===== config.mk =====
export PLATFORM = sky130hd
export DESIGN_NAME = pong_game_engine
export DESIGN_NICKNAME = d
export VERILOG_FILES = /design/src/rtl/pong_game_engine.sv
export SDC_FILE = /design/constraint.sdc
export NUM_CORES = 1
export LEC_CHECK = 0
export ABC_AREA = 1
export CORE_MARGIN = 4
export CORE_UTILIZATION = 65
export CTS_BUF_LIST = sky130_fd_sc_hd__clkbuf_8
export DETAILED_ROUTE_END_ITERATION = 6
export DONT_BUFFER_PORTS = 1
export PLACE_DENSITY = 0.9
export SYNTH_ARGS = -nofsm -noshare
export SYNTH_HDL_FRONTEND = slang
export SYNTH_SLANG_ARGS = --single-unit
export TNS_END_PERCENT = 100

===== constraint.sdc =====
create_clock -name clk -period 9.7 [get_ports clk]
set_clock_uncertainty 0.15 [all_clocks]
set_input_delay 2.91 -clock clk [delete_from_list [all_inputs] [get_ports clk]]
set_output_delay 2.91 -clock clk [all_outputs]
set_load 0.02 [all_outputs]

===== src/rtl/pong_game_engine.sv =====
// Pong game-state engine: paddles, ball motion, reflection, scoring and serve/game-over flow,
// advanced on frame ticks derived from the falling edge of vSync.
module pong_game_engine #(
  parameter int BIT_WIDTH       = 10,
  parameter int BALL_RADIUS     = 0,
  parameter int PADDLE_WIDTH    = 0,
  parameter int PADDLE_LENGTH   = 2,
  parameter int GRID_W          = 32,
  parameter int GRID_H          = 24,
  parameter int P1_X            = 1,
  parameter int P2_X            = 30,
  parameter int FRAMES_PER_STEP = 4,
  parameter int SERVE_FRAMES    = 60,
  parameter int WIN_SCORE       = 7
) (
  input  logic                 clk,
  input  logic                 sysRst,
  input  logic                 vSync,
  input  logic                 p1Up,
  input  logic                 p1Down,
  input  logic                 p2Up,
  input  logic                 p2Down,
  input  logic                 start,
  output logic [BIT_WIDTH-1:0] ball_x,
  output logic [BIT_WIDTH-1:0] ball_y,
  output logic [BIT_WIDTH-1:0] player1_x,
  output logic [BIT_WIDTH-1:0] player1_y,
  output logic [BIT_WIDTH-1:0] player2_x,
  output logic [BIT_WIDTH-1:0] player2_y,
  output logic [3:0]           score1,
  output logic [3:0]           score2,
  output logic                 gameOver,
  output logic                 winner
);

  typedef logic [BIT_WIDTH-1:0] coord_t;
  typedef enum logic [1:0] {ST_SERVE, ST_PLAY, ST_POINT, ST_GAMEOVER} state_t;

  localparam int FRAME_W = (FRAMES_PER_STEP > 1) ? $clog2(FRAMES_PER_STEP) : 1;
  localparam int SERVE_W = (SERVE_FRAMES > 1) ? $clog2(SERVE_FRAMES) : 1;
  localparam logic [FRAME_W-1:0] FRAME_LAST = FRAME_W'(FRAMES_PER_STEP - 1);
  localparam logic [SERVE_W-1:0] SERVE_LAST = SERVE_W'(SERVE_FRAMES - 1);
  localparam logic [FRAME_W-1:0] FRAME_ONE  = FRAME_W'(1);
  localparam logic [SERVE_W-1:0] SERVE_ONE  = SERVE_W'(1);

  localparam coord_t ONE       = coord_t'(1);
  localparam coord_t CENTER_X  = coord_t'(GRID_W / 2);
  localparam coord_t CENTER_Y  = coord_t'(GRID_H / 2);
  localparam coord_t X_LO_EDGE = coord_t'(BALL_RADIUS);
  localparam coord_t X_HI_EDGE = coord_t'(GRID_W - 1 - BALL_RADIUS);
  localparam coord_t Y_LO_EDGE = coord_t'(BALL_RADIUS);
  localparam coord_t Y_HI_EDGE = coord_t'(GRID_H - 1 - BALL_RADIUS);
  localparam coord_t P1_HIT_X  = coord_t'(P1_X + PADDLE_WIDTH + 1 + BALL_RADIUS);
  localparam coord_t P2_HIT_X  = coord_t'(P2_X - 1 - BALL_RADIUS);
  localparam coord_t PAD_MIN   = coord_t'(PADDLE_LENGTH);
  localparam coord_t PAD_MAX   = coord_t'(GRID_H - 1 - PADDLE_LENGTH);
  localparam coord_t HIT_SPAN  = coord_t'(PADDLE_LENGTH + BALL_RADIUS);
  localparam logic [3:0] WIN   = 4'(WIN_SCORE);

  state_t             state_q, state_d;
  coord_t             ball_x_q, ball_x_d, ball_y_q, ball_y_d;
  coord_t             p1_y_q, p1_y_d, p2_y_q, p2_y_d;
  logic               dx_pos_q, dx_pos_d, dy_pos_q, dy_pos_d;
  logic [3:0]         score1_q, score1_d, score2_q, score2_d;
  logic               winner_q, winner_d;
  logic               scorer_q, scorer_d;
  logic               vsync_q, vsync_d;
  logic [FRAME_W-1:0] frame_q, frame_d;
  logic [SERVE_W-1:0] serve_q, serve_d;

  logic       tick, step;
  logic       miss_l, miss_r, hit1, hit2, wall_hit, new_dx, new_dy;
  logic [3:0] score_inc;

  function automatic coord_t move_paddle(input coord_t y, input logic up, input logic dn);
    move_paddle = y;
    if (up && !dn && y > PAD_MIN)
      move_paddle = y - ONE;
    else if (dn && !up && y < PAD_MAX)
      move_paddle = y + ONE;
  endfunction

  // Distance test ordered so the unsigned subtraction never wraps.
  function automatic logic in_reach(input coord_t by, input coord_t py);
    if (by >= py)
      in_reach = (by - py) <= HIT_SPAN;
    else
      in_reach = (py - by) <= HIT_SPAN;
  endfunction

  always_comb begin
    tick = vsync_q & ~vSync;
    step = tick && (frame_q == FRAME_LAST);

    miss_l   = !dx_pos_q && (ball_x_q == X_LO_EDGE);
    miss_r   =  dx_pos_q && (ball_x_q == X_HI_EDGE);
    hit1     = !dx_pos_q && (ball_x_q == P1_HIT_X) && in_reach(ball_y_q, p1_y_q);
    hit2     =  dx_pos_q && (ball_x_q == P2_HIT_X) && in_reach(ball_y_q, p2_y_q);
    wall_hit = dy_pos_q ? (ball_y_q == Y_HI_EDGE) : (ball_y_q == Y_LO_EDGE);
    new_dx   = dx_pos_q ^ (hit1 | hit2);
    new_dy   = dy_pos_q ^ wall_hit;
    score_inc = (scorer_q ? score2_q : score1_q) + 4'd1;

    state_d  = state_q;
    ball_x_d = ball_x_q;
    ball_y_d = ball_y_q;
    p1_y_d   = p1_y_q;
    p2_y_d   = p2_y_q;
    dx_pos_d = dx_pos_q;
    dy_pos_d = dy_pos_q;
    score1_d = score1_q;
    score2_d = score2_q;
    winner_d = winner_q;
    scorer_d = scorer_q;
    vsync_d  = vSync;
    frame_d  = frame_q;
    serve_d  = serve_q;

    if (tick)
      frame_d = (frame_q == FRAME_LAST) ? '0 : frame_q + FRAME_ONE;

    case (state_q)
      ST_SERVE: begin
        if (step) begin
          p1_y_d = move_paddle(p1_y_q, p1Up, p1Down);
          p2_y_d = move_paddle(p2_y_q, p2Up, p2Down);
        end
        if (tick) begin
          if (serve_q == SERVE_LAST) begin
            serve_d = '0;
            state_d = ST_PLAY;
          end else begin
            serve_d = serve_q + SERVE_ONE;
          end
        end
      end

      ST_PLAY: begin
        if (step) begin
          p1_y_d = move_paddle(p1_y_q, p1Up, p1Down);
          p2_y_d = move_paddle(p2_y_q, p2Up, p2Down);
          if (miss_l || miss_r) begin
            scorer_d = miss_l;
            state_d  = ST_POINT;
          end else begin
            dx_pos_d = new_dx;
            dy_pos_d = new_dy;
            ball_x_d = new_dx ? ball_x_q + ONE : ball_x_q - ONE;
            ball_y_d = new_dy ? ball_y_q + ONE : ball_y_q - ONE;
          end
        end
      end

      ST_POINT: begin
        if (scorer_q)
          score2_d = score_inc;
        else
          score1_d = score_inc;
        if (score_inc == WIN) begin
          winner_d = scorer_q;
          state_d  = ST_GAMEOVER;
        end else begin
          ball_x_d = CENTER_X;
          ball_y_d = CENTER_Y;
          // Serve toward the player who just lost the point.
          dx_pos_d = !scorer_q;
          dy_pos_d = 1'b1;
          state_d  = ST_SERVE;
        end
      end

      ST_GAMEOVER: begin
        if (start) begin
          score1_d = '0;
          score2_d = '0;
          winner_d = 1'b0;
          ball_x_d = CENTER_X;
          ball_y_d = CENTER_Y;
          dx_pos_d = 1'b1;
          dy_pos_d = 1'b1;
          p1_y_d   = CENTER_Y;
          p2_y_d   = CENTER_Y;
          serve_d  = '0;
          state_d  = ST_SERVE;
        end
      end

      default: state_d = ST_SERVE;
    endcase
  end

  always_ff @(posedge clk) begin
    if (sysRst) begin
      state_q  <= ST_SERVE;
      ball_x_q <= CENTER_X;
      ball_y_q <= CENTER_Y;
      p1_y_q   <= CENTER_Y;
      p2_y_q   <= CENTER_Y;
      dx_pos_q <= 1'b1;
      dy_pos_q <= 1'b1;
      score1_q <= '0;
      score2_q <= '0;
      winner_q <= 1'b0;
      scorer_q <= 1'b0;
      vsync_q  <= 1'b1;
      frame_q  <= '0;
      serve_q  <= '0;
    end else begin
      state_q  <= state_d;
      ball_x_q <= ball_x_d;
      ball_y_q <= ball_y_d;
      p1_y_q   <= p1_y_d;
      p2_y_q   <= p2_y_d;
      dx_pos_q <= dx_pos_d;
      dy_pos_q <= dy_pos_d;
      score1_q <= score1_d;
      score2_q <= score2_d;
      winner_q <= winner_d;
      scorer_q <= scorer_d;
      vsync_q  <= vsync_d;
      frame_q  <= frame_d;
      serve_q  <= serve_d;
    end
  end

  assign ball_x    = ball_x_q;
  assign ball_y    = ball_y_q;
  assign player1_x = coord_t'(P1_X);
  assign player1_y = p1_y_q;
  assign player2_x = coord_t'(P2_X);
  assign player2_y = p2_y_q;
  assign score1    = score1_q;
  assign score2    = score2_q;
  assign gameOver  = (state_q == ST_GAMEOVER);
  assign winner    = winner_q;

endmodule

### Word-level counts from Yosys, hierarchy flattened

Index checks and enable logic that the tools add are counted.

| storage, ports and cells | value |
|---|---|
| register bits | 63 |
| bits in latches | 0 |
| memory bits (writable) | 0 |
| ROM bits | 0 |
| output and inout port bits | 70 |
| logic and storage cells | 159 |
| memories kept | 0 |

| cells by class | value |
|---|---|
| $add $sub $neg | 15 |
| multiply operators | 0 |
| div/mod/pow operators | 0 |
| $lt $le $gt $ge | 10 |
| eq/ne operators | 23 |
| shift operators | 0 |
| multiplexer cells | 53 |
| bitwise gates (word level) | 5 |
| reductions and logical operators | 39 |

Operators with widths:

| operator | number |
|---|---|
| 10-bit 2-to-1 mux | 16 |
| 10-bit case mux with 3 select lines | 2 |
| 10-bit by 1-bit adder with 10-bit output (second input constant) | 4 |
| 10-bit by 2-bit less-or-equal comparator with 1-bit output (second input constant) | 4 |
| 10-bit case mux with 2 select lines | 2 |
| 10-bit by 1-bit subtractor with 10-bit output (second input constant) | 4 |
| 10-bit subtractor | 4 |
| 10-bit by 5-bit == test with 1-bit output (second input constant) | 3 |
| 10-bit greater-or-equal comparator | 2 |
| 10-bit by 2-bit > comparator with 1-bit output (second input constant) | 2 |
| 10-bit zero test | 2 |
| 10-bit by 5-bit < comparator with 1-bit output (second input constant) | 2 |
| 2-bit != test (second input constant) | 10 |
| 6-bit 2-to-1 mux | 3 |
| 4-bit 2-to-1 mux | 4 |
| 4-bit case mux with 2 select lines | 2 |
| 1-bit logical AND | 15 |
| 3-bit AND reduction | 5 |
| 2-bit 2-to-1 mux | 7 |
| 1-bit 2-to-1 mux | 12 |
| 6-bit case mux with 2 select lines | 1 |
| 10-bit by 2-bit == test with 1-bit output (second input constant) | 1 |
| 5-bit AND reduction | 2 |
| 2-bit case mux with 4 select lines | 1 |
| other kinds (22) | 35 |

### Longest topological paths before layout

| depth | value |
|---|---|
| depth after elaboration | 10 |
| depth in mapped cells | 30 |

### Least setup slack after synthesis

Ideal clock, no wire load.

| timing path | value |
|---|---|
| kind | input to register |
| start | in p2Up |
| end | reg p2_y_q[9] (netlist: player2_y[9]) |
| library setup time | 0.132 ns |
| arrival time | 5.358 ns |
| required time | 9.418 ns |
| setup slack | 4.059 ns |
| stages | 17 |
| path buffers | 0 |
| path through | inv_1 nor3_1 ha_1 a21oi_1 nand2_1 a21oi_1 o21ai_0 inv_1 nor2_1 nor2_1 nor2_1 o21ai_0 nand2_1 a21oi_1 a21oi_1 o21ai_0 a21oi_1 |

| between the ends | value |
|---|---|
| word-level cells in the longest chain between the ends | 5 |
| elaborated cells between the ends (all ways) | 10 |
| those cells by class | eq/ne: 1; mux: 3; reduce/logical: 6 |

Ends and longest elaborated chain:

| item | line | text |
|---|---|---|
| start, declared | 21 | `input logic p2Up,` |
| 1-bit logical AND / 1-bit zero test (equally long branches) | 77, 79 |  |
| 1-bit logical AND, on equally long branches | 77, 79 |  |
| 10-bit 2-to-1 mux / 1-bit logical AND (equally long branches) | 77, 79 |  |
| 10-bit 2-to-1 mux / 3-bit by 1-bit != test with 1-bit output (equally long branches) | - |  |
| 10-bit case mux with 2 select lines / 4-bit AND reduction (equally long branches) | - |  |
| end signal, assigned | 213 | `p2_y_q <= p2_y_d;` |
| end, declared | 62 | `coord_t p1_y_q, p1_y_d, p2_y_q, p2_y_d;` |

Parallel ways exist; a longest one is shown, timed or not. The select of a mux whose other input is x is not followed.
A chain may end at the register's enable or synchronous reset.

### Worst setup path in the final report

| timing path | value |
|---|---|
| start | in vSync |
| end | reg ball_y_q[7] (netlist: ball_y[7]) |

| between the ends | value |
|---|---|
| word-level cells in the longest chain between the ends | 5 |

Ends and longest elaborated chain:

| item | line | text |
|---|---|---|
| start, declared | 18 | `input logic vSync,` |
| 1-bit inverter | 92 | `tick = vsync_q & ~vSync;` |
| 1-bit bitwise AND | 92 |  |
| 1-bit logical AND | 93 | `step = tick && (frame_q == FRAME_LAST);` |
| 2-bit != test (no line) | - |  |
| 5-bit AND reduction (no line) | - |  |
| end signal, assigned | 211 | `ball_y_q <= ball_y_d;` |
| end, declared | 61 | `coord_t ball_x_q, ball_x_d, ball_y_q, ball_y_d;` |

Every way passes these cells.

==> impl_metrics.yaml <==
global_route:
  grt_pass1_vias: 6285
  antenna_found_initial: 0
  track_usage_pct: 29.53
  grt_max_degree: 40
  grt-ovfl-total: 0
  grt_pass1_wl_mm: 28.07
pwr:
  fin_total_pwr_mw: 0.5254
  leakagePower_nw: 3.454
  ir_drop_v: 0.0001085
  power_density_mw_per_mm2: 79.09
yosys:
  synth-edff-count: 0
  synthCells: 1043
  yosys-top-cells-area: "dfxtp_1 20%, nand2_1 16%, ha_1 13%"
  synthFlopType: "dfxtp_1"
  ys_types: 47
  yosys_warnings: 0
  ys_top_cells_by_count: "271 x nand2_1, 155 x inv_1, 94 x a21oi_1"
  yosysSeqAreaShare_pct: 19.60
  ys_ff_latch: 63
  syn_area_per_cell_um2: 6.171
  async_flop_share_pct: 0
  netlist_area_mm2: 0.006436
  synth_area_leader_cell: "dfxtp_1"
  yosys.area.top_type_share_pct: 19.60
  synth_most_common_cell: "nand2_1"
route:
  ant_nets: 0
  drt-initial-drc-count: 454
  dr.pass1.iters: 5
  avgViaCountPerCell: 5.642
  vias: 6629
  wirelength_mm: 16.51
  post_drt_wl_per_cell_um: 14.05
  drcViolationCount: 0
clock_tree:
  postCtsHoldBufs: 0
  cts.repair.resized: 0
  clk_pin_slew_ns: 0.07
  cts.sinks: 63
  cts_tree: "yes"
  clk_latency_ns: 0.35
  cts_root_buf: "clkbuf_8"
  clockBufferDepth: 2
  cts_max_level: 3
  cts_setup_buffers: 0
  cts_buffers: 9
sta:
  worst_slew_pin_slew_ns: 0.8498
  hold_ws_ns: 0.3244
  setup_viol: 0
  rsz0062_at_grt: "no"
  fin_crit_ns: 5.154
  drv_slew: 0
  finalWorstSetupSlack_ns: 4.546
  setup_tns_ns: 0
  max_slew_margin_pct: 43.27
  fmaxAchievable_mhz: 194.0
  hold_viol: 0
  min_period_over_period_pct: 53.13
final_layout:
  final_util_pct: 68.27
  drive_gt1_share_pct: 4.607
  stdcell_count: 1175
  n_antenna_cell: 0
  multiInputGateArea_mm2: 0.004405
  nFillCells: 899
  nets: 1121
  design_area_mm2: 0.006643
  area_growth_pct: 3.208
  regArea_mm2: 0.001261
setup_path:
  r2r-start: "ball_y[1]"
  r2r-end: "ball_x[6]"
  end_kind: "register"
  setup.worst_path.class: "input port to register"
  cp_max_fo: 19
  rrSetupSlack_ns: 5.34
  worst_setup_path_start_kind: "input port"
  r2r.worst_path.cells: 28
  arrival_ns: 5.29
  crit_required_ns: 9.83
die:
  die_h_um: 107.5
  start_util_pct: 66.15
  coreArea_mm2: 0.009729
  rows: 36
  die_w_um: 107.5
  io_pins: 78
  die_area_mm2: 0.01156
hold_path:
  hold_class: "register to register"
  min_to: "serve_q[5]"
  holdPathStages: 2
  hold_path_startpoint: "serve_q[5]"
placed_design:
  io_buffers: 0
  dp_hpwl_mm: 12.90
  finalWeightedCongestion: 0.9334
  dp_cells: 1160
  pre_cts_ws_ns: 4.225
  placed_area_mm2: 0.006460
run:
  drv_cap: 0
status:
  status: "completed"
==> cell usage in the layout (no fill, tap or decap), types with 2 or more instances in the layout <==
cell type / count
nand2_4: 3
o21ai_0: 40
nand2_1: 271
o21ai_1: 5
ha_1: 68
o31ai_1: 2
buf_4: 2
or3_1: 2
or2_0: 2
clkbuf_8: 12
o21bai_1: 4
o22ai_1: 6
o21ai_2: 5
nand3b_1: 3
nand4_1: 19
nor2_2: 5
conb_1: 20
nand2_2: 4
xor2_1: 15
o41ai_1: 3
dfxtp_1: 63
fa_1: 7
a21oi_1: 94
inv_1: 155
o2111ai_1: 2
nor2_1: 93
or2_2: 2
xnor2_1: 4
nand3_1: 86
o211ai_1: 5
nor3_1: 14
clkinv_2: 2
inv_2: 8
a32oi_1: 2
==> cell families after synthesis <==
group / count (synthesis) / synth area share, %
buffers and inverters: 199 / 13.12
AOI/OAI and AO/OA: 176 / 15.36
xor gates and xnor gates: 19 / 2.586
DFF: 63 / 19.60
other: 2 / 0.1167
and+or+nand+nor: 509 / 33.83
adders and majority gates: 75 / 15.40
==> layer usage <==
layer,vias to the layer above,track usage (%),share of wire (%)
li1,3349,-,-
met1,2967,34.77,41
met2,253,51.55,49
met3,60,5.759,6.5
met4,0,13.44,4.0
met5,-,0,0
==> worst max path at each step <==
| stage | startpoint | to | slack (ns) | depth (start not counted) |
|---|---|---|---|---|
| 2_1_floorplan | p2Up | player2_y[9] | 4.06 | 17 |
| 3_3_place_gp | p1Down | player1_y[9] | 4.36 | 18 |
| 3_5_place_dp | vSync | ball_y[7] | 4.22 | 11 |
| 4_1_cts | vSync | ball_y[7] | 4.59 | 11 |
| 5_1_grt | p1Down | player1_y[9] | 4.24 | 18 |
| 6_report | vSync | ball_y[7] | 4.55 | 11 |
==> area by class of cell <==
cell class / instances / share of cell area, %
sequential: 63 / 18.99
clock inverter: 3 / 0.2637
inverter: 163 / 9.211
multi-input combinational: 799 / 66.32
tap: 133 / 2.505
clock buffer: 12 / 2.486
timing repair buffer: 2 / 0.2260
==> critical path, cell delays in order <==
cell and delay (ns):
inv_1 0.05, nand2_1 0.09, inv_1 0.14, nand2_1 0.10
a21oi_1 0.21, nand4_2 0.44, nor2_1 0.79, inv_2 0.17
a21oi_1 0.15, o21ai_0 0.10, a21oi_1 0.14
==> where the power goes <==
part	leakage, nW	internal [mW]	switching, mW
combinational	2.85	0.0157	0.0342
sequential	0.509	0.261	0.00227
clock	0.0942	0.111	0.101
total	3.45	0.388	0.138
==> flip-flops by register name, summed over array words and instances (netlist names) <==
signal	cells
frame_q	2
state_q	2
player2_y	10
ball_y	10
scorer_q	1
serve_q	6
score2	4
dx_pos_q	1
score1	4
dy_pos_q	1
ball_x	10
winner	1
vsync_q	1
player1_y	10
No activity file was read; power rests on OpenSTA's default activity.
